==> src/rtl/cim_pkg.sv <==
// Shared types and defaults for the CIM macro datapath.
package cim_pkg;
  localparam int ROWS_DEF   = 64;
  localparam int ABITS_DEF  = 4;
  localparam int BIDX_W_DEF = $clog2(ABITS_DEF);

  typedef logic [ABITS_DEF-1:0]  act_t;
  typedef logic [BIDX_W_DEF-1:0] bidx_t;

  typedef enum logic [0:0] {
    IDLE   = 1'b0,
    STREAM = 1'b1
  } state_e;
endpackage

==> src/rtl/sparse_plane_pick.sv <==
// Finds the highest non-zero bit-plane strictly below cur.
module sparse_plane_pick #(
  parameter int ABITS  = 4,
  parameter int BIDX_W = $clog2(ABITS)
) (
  input  logic [ABITS-1:0]  plane_nz,
  input  logic [BIDX_W:0]   cur,
  output logic [BIDX_W-1:0] next_idx,
  output logic              none_below
);
  // Ascending scan, so the last hit is the highest qualifying index.
  always_comb begin
    next_idx   = '0;
    none_below = 1'b1;
    for (int k = 0; k < ABITS; k++) begin
      if (plane_nz[k] && (k < int'(cur))) begin
        next_idx   = BIDX_W'(k);
        none_below = 1'b0;
      end
    end
  end
endmodule

==> src/rtl/sparse_bitplane_driver.sv <==
// Streams one activation vector to the CIM array as MSB-first bit-planes, skipping all-zero planes.
module sparse_bitplane_driver
  import cim_pkg::*;
#(
  parameter  int ROWS   = ROWS_DEF,
  parameter  int ABITS  = ABITS_DEF,
  localparam int BIDX_W = $clog2(ABITS)
) (
  input  logic                  clk,
  input  logic                  rst,
  input  logic                  in_valid,
  output logic                  in_ready,
  input  logic [ROWS*ABITS-1:0] in_act,
  output logic                  wl_valid,
  input  logic                  wl_ready,
  output logic [ROWS-1:0]       wl_vec,
  output logic [BIDX_W-1:0]     wl_bit,
  output logic                  wl_last,
  output logic                  busy
);
  state_e                  state_q, state_d;
  logic [ROWS*ABITS-1:0]   act_q, act_d;
  logic [ABITS-1:0]        nz_q, nz_d;
  logic [BIDX_W-1:0]       cur_q, cur_d;
  logic                    allz_q, allz_d;

  logic [ABITS-1:0]        load_nz;
  logic [BIDX_W-1:0]       load_idx, step_idx;
  logic                    load_none, step_none;
  logic                    streaming;

  always_comb begin
    load_nz = '0;
    for (int k = 0; k < ABITS; k++)
      for (int r = 0; r < ROWS; r++)
        load_nz[k] = load_nz[k] | in_act[r*ABITS + k];
  end

  // Searching below ABITS yields the top non-zero plane; none_below then means all-zero.
  sparse_plane_pick #(.ABITS(ABITS), .BIDX_W(BIDX_W)) u_pick_load (
    .plane_nz   (load_nz),
    .cur        ((BIDX_W+1)'(ABITS)),
    .next_idx   (load_idx),
    .none_below (load_none)
  );

  sparse_plane_pick #(.ABITS(ABITS), .BIDX_W(BIDX_W)) u_pick_step (
    .plane_nz   (nz_q),
    .cur        ({1'b0, cur_q}),
    .next_idx   (step_idx),
    .none_below (step_none)
  );

  assign streaming = (state_q == STREAM);
  assign in_ready  = !streaming;
  assign busy      = streaming;
  assign wl_valid  = streaming;
  assign wl_bit    = streaming ? cur_q : '0;
  assign wl_last   = streaming & (allz_q | step_none);

  always_comb begin
    wl_vec = '0;
    for (int r = 0; r < ROWS; r++)
      wl_vec[r] = streaming & act_q[r*ABITS + int'(cur_q)];
  end

  always_comb begin
    state_d = state_q;
    act_d   = act_q;
    nz_d    = nz_q;
    cur_d   = cur_q;
    allz_d  = allz_q;
    case (state_q)
      IDLE: begin
        if (in_valid) begin
          state_d = STREAM;
          act_d   = in_act;
          nz_d    = load_nz;
          cur_d   = load_idx;
          allz_d  = load_none;
        end
      end
      STREAM: begin
        if (wl_ready) begin
          if (wl_last) state_d = IDLE;
          else         cur_d   = step_idx;
        end
      end
      default: state_d = IDLE;
    endcase
  end

  always_ff @(posedge clk or posedge rst) begin
    if (rst) begin
      state_q <= IDLE;
      act_q   <= '0;
      nz_q    <= '0;
      cur_q   <= '0;
      allz_q  <= 1'b0;
    end else begin
      state_q <= state_d;
      act_q   <= act_d;
      nz_q    <= nz_d;
      cur_q   <= cur_d;
      allz_q  <= allz_d;
    end
  end
endmodule

==> config.mk <==
export PLATFORM = sky130hd
export DESIGN_NAME = sparse_bitplane_driver
export DESIGN_NICKNAME = d
export VERILOG_FILES = /design/src/rtl/cim_pkg.sv /design/src/rtl/sparse_plane_pick.sv /design/src/rtl/sparse_bitplane_driver.sv
export SDC_FILE = /design/constraint.sdc
export NUM_CORES = 1
export LEC_CHECK = 0
export CAP_MARGIN = 40
export CELL_PAD_IN_SITES_DETAIL_PLACEMENT = 0
export CELL_PAD_IN_SITES_GLOBAL_PLACEMENT = 1
export CORE_MARGIN = 2
export CORE_UTILIZATION = 36
export CTS_CLUSTER_DIAMETER = 150
export DETAILED_ROUTE_END_ITERATION = 7
export GPL_TIMING_DRIVEN = 1
export PLACE_DENSITY = 0.84
export SETUP_SLACK_MARGIN = 0.05
export SLEW_MARGIN = 40
export SYNTH_ARGS = -nofsm -noshare
export SYNTH_HDL_FRONTEND = slang
export SYNTH_SLANG_ARGS = --single-unit
==> constraint.sdc <==
create_clock -name clk -period 11.5 [get_ports clk]
set_input_delay 2.3 -clock clk [delete_from_list [all_inputs] [get_ports clk]]
set_output_delay 2.3 -clock clk [all_outputs]
set_load 0.02 [all_outputs]
==> flow_summary.yaml <==
hold_path:
  worstHoldEndpoint: "act_q[26]"
  hold_path.class: "register to register"
  holdPathStages: 2
  hp-start: "act_q[26]"
logic_synthesis:
  synthMuxAreaShare_pct: 11.67
  syn_nets: 1618
  ys_seq_area_share_pct: 53.30
  syn-mean-instance-area_um2: 9.092
  synth_area_leader_cell: "dfrtp_1"
  synth_cell_types: 24
  synth-compound-area-share_pct: 0.7803
  synth-edff-count: 0
  synth_top_area_share_pct: 53.30
  synthArstFlopShare_pct: 100.0
  ys_top_cells_by_count: "nand2_1 (775), dfrtp_1 (263), clkbuf_1 (69), nor4_1 (67), and2_1 (65)"
  ys_seq_elements: 263
  synthAdderAreaFrac_pct: 0
  synth_top_family_by_area: "simple AND/OR/NAND/NOR gates"
  yosys.area_share.simple_pct: 31.46
  yosys_warnings: 0
  synth_xor_area_share_pct: 0
  synthesis.instances: 1358
  syn_area_mm2: 0.01235
  synth_area_leaders: "dfrtp_1 (53%), nand2_1 (24%), mux4_2 (12%)"
  ys_dominant_reg_cell: "dfrtp_1"
  synth_most_common_cell: "nand2_1"
detailed_routing:
  wl_per_cell_um: 19.33
  routed_wl_mm: 40.98
  vias: 10690
  ant_nets: 0
  viasPerCell: 5.044
  dr.pass1.iters: 5
  first_iter_violations: 787
  drc_errors: 0
grt:
  grt_pass1_wl_mm: 63.60
  grt_max_degree: 132
  antenna_found_initial: 2
  grt_pass1_vias: 10990
  grt_use_total_pct: 22.79
  grt_remaining_overflow: 0
clock_network:
  cts_tree: "yes"
  cts_made_buffers: 30
  clock_sinks: 263
  post_cts_resized: 0
  cts-hold-fix-buffers: 0
  cts.htree.levels: 1
  clock_path_buffers: 3
  post_cts_buffers: 0
  clk-insertion-delay-late_ns: 0.54
  cts_root_buf: "clkbuf_16"
  clk_pin_slew_ns: 0.06
sta:
  grt_setup_unrepaired: "false"
  max_clock_freq_mhz: 179.4
  post-route-min-period_ns: 5.573
  final-max-slew-violation-count: 0
  hold_slack_ns: 0.4659
  worstMarginPinSlew_ns: 0.8249
  fin_crit_sh_pct: 48.47
  hold_violations: 0
  setup_tns_ns: 0
  setup_viol: 0
  slew_headroom_pct: 45.01
  fin_skew_ns: 0.006071
pwr:
  power_switching_uw: 1680
  power.leakage_uw: 0.007997
  power.density_mw_per_mm2: 272.0
  p_total_uw: 4652
  combPwrFrac_pct: 43.4
  irDropWorstVdd_mv: 0.1295
  pwr-share-seq_pct: 35.6
  p_int_uw: 2972
  p_clk_share_pct: 21.0
  switching_share_pct: 36.11
layout:
  multiInputGateArea_mm2: 0.005436
  nets: 1908
  fill_cells: 3104
  syn2layout_area_growth_pct: 38.54
  regArea_mm2: 0.006590
  drive_above_1_share_pct: 7.725
critical_path:
  r2r_cells: 6
  crit_type: "register to output port"
  cp-start-kind: "register"
  worstPathArrival_ns: 3.27
  path_max_fanout: 45
  critical_path.reg2reg.startpoint: "busy"
  crit_required_ns: 9.20
  reg2reg_to: "cur_q[0]"
  r2r_slack_ns: 8.61
  cp-end-kind: "output port"
placement:
  gp_congestion: 0.9119
  portBuffers: 329
  hpwl_mm: 29.18
floorplanning:
  start_util_pct: 36.73
  die_area_mm2: 0.03579
  core_area_mm2: 0.03362
  io_pins: 330
  die_h_um: 189.2
  chipWidth_um: 189.2
  rows: 67
run:
  cap_violations: 0
outcome:
  status: "complete, no violations"
[per-stage QoR]
stage               cell area, um2  worst slack [ns]  utilization (%)  cells
floorplan                    12350             1.960                -   1358
global placement             15960             6.176            47.49   2060
detailed placement           16050             6.397            47.75   2063
CTS                          17070             5.801            50.78   2117
global route                 17110             5.709            50.88   2120
finish                       17110             5.927            50.88   2120
[cell type report]
cell class	count	share of cell area, %
clock buffers	48	5.493
well taps	448	3.277
repair buffers	340	20.31
multi-input cells	1010	31.78
diodes	2	0.02926
inverters	3	0.1097
clock inverters	6	0.4681
flip-flops and latches	263	38.53
[flip-flops by register name, indices dropped and copies added, names as in the netlist]
| register | count |
|---|---|
| nz_q | 3 |
| act_q | 256 |
| allz_q | 1 |
| cur_q | 2 |
| busy | 1 |
[how the worst max path moves through the flow]
stage / startpoint / end / slack, ns / cells after the start
final: cur_q[0] / wl_vec[39] / 5.93 / 4
after global routing: cur_q[0] / wl_vec[48] / 5.71 / 4
after CTS: cur_q[0] / wl_vec[48] / 5.80 / 4
after detailed placement: cur_q[0] / wl_vec[48] / 6.40 / 4
after global placement: cur_q[0] / wl_vec[48] / 6.18 / 4
after floorplan: rst / act_q[0] / 1.96 / 1
[logic make-up (layout without fill, tap and decap cells)]
group                  Yosys count  count (layout)
multiplexers                    64              64
AO/OA/AOI/OAI                   15              15
other                            0               2
AND/OR/NAND/NOR                931             931
flip-flops                     263             263
buffers and inverters           85             397
[layer usage]
metal | vias to the layer above | routed length [um] | track usage [%] | share of wire [%]
li1 | 5032 | - | - | -
met2 | 441 | 19000 | 36.63 | 46
met5 | - | 0 | 0 | 0
met4 | 0 | 1219 | 7.031 | 3.0
met1 | 5143 | 17640 | 31.86 | 43
met3 | 78 | 3117 | 3.540 | 7.6
[power by group through the flow]
stage	clock, uW	combinational (uW)	sequential [uW]
floorplan	0	1340	1530
global placement	0	1930	1710
detailed placement	0	2030	1670
CTS	1000	2040	1660
global route	1040	2200	1710
finish	976	2020	1660
[placed cells by master (no fill, tap or decap), types with 3 or more instances in the layout]
cell type        synthesis  routed
nand2_1                775     774
clkinv_2                 0       4
nand4_1                 17      17
buf_6                    0       4
mux4_2                  64      64
clkbuf_16                0      31
nor4_1                  67      67
clkdlybuf4s50_1          0     329
clkbuf_1                69       7
dfrtp_1                263     260
buf_12                   0       3
nor2_1                   3       3
clkbuf_8                 0      11
a21oi_1                  3       3
o21ai_0                  5       5
and2_1                  65      65
[worst max-delay path, stage by stage (launching register included)]
cell and delay, ns:
dfrtp_4 0.71, buf_6 0.64, mux4_2 0.57, and2_1 0.21, clkdlybuf4s50_1 0.55
No activity file was read; power rests on OpenSTA's default activity.
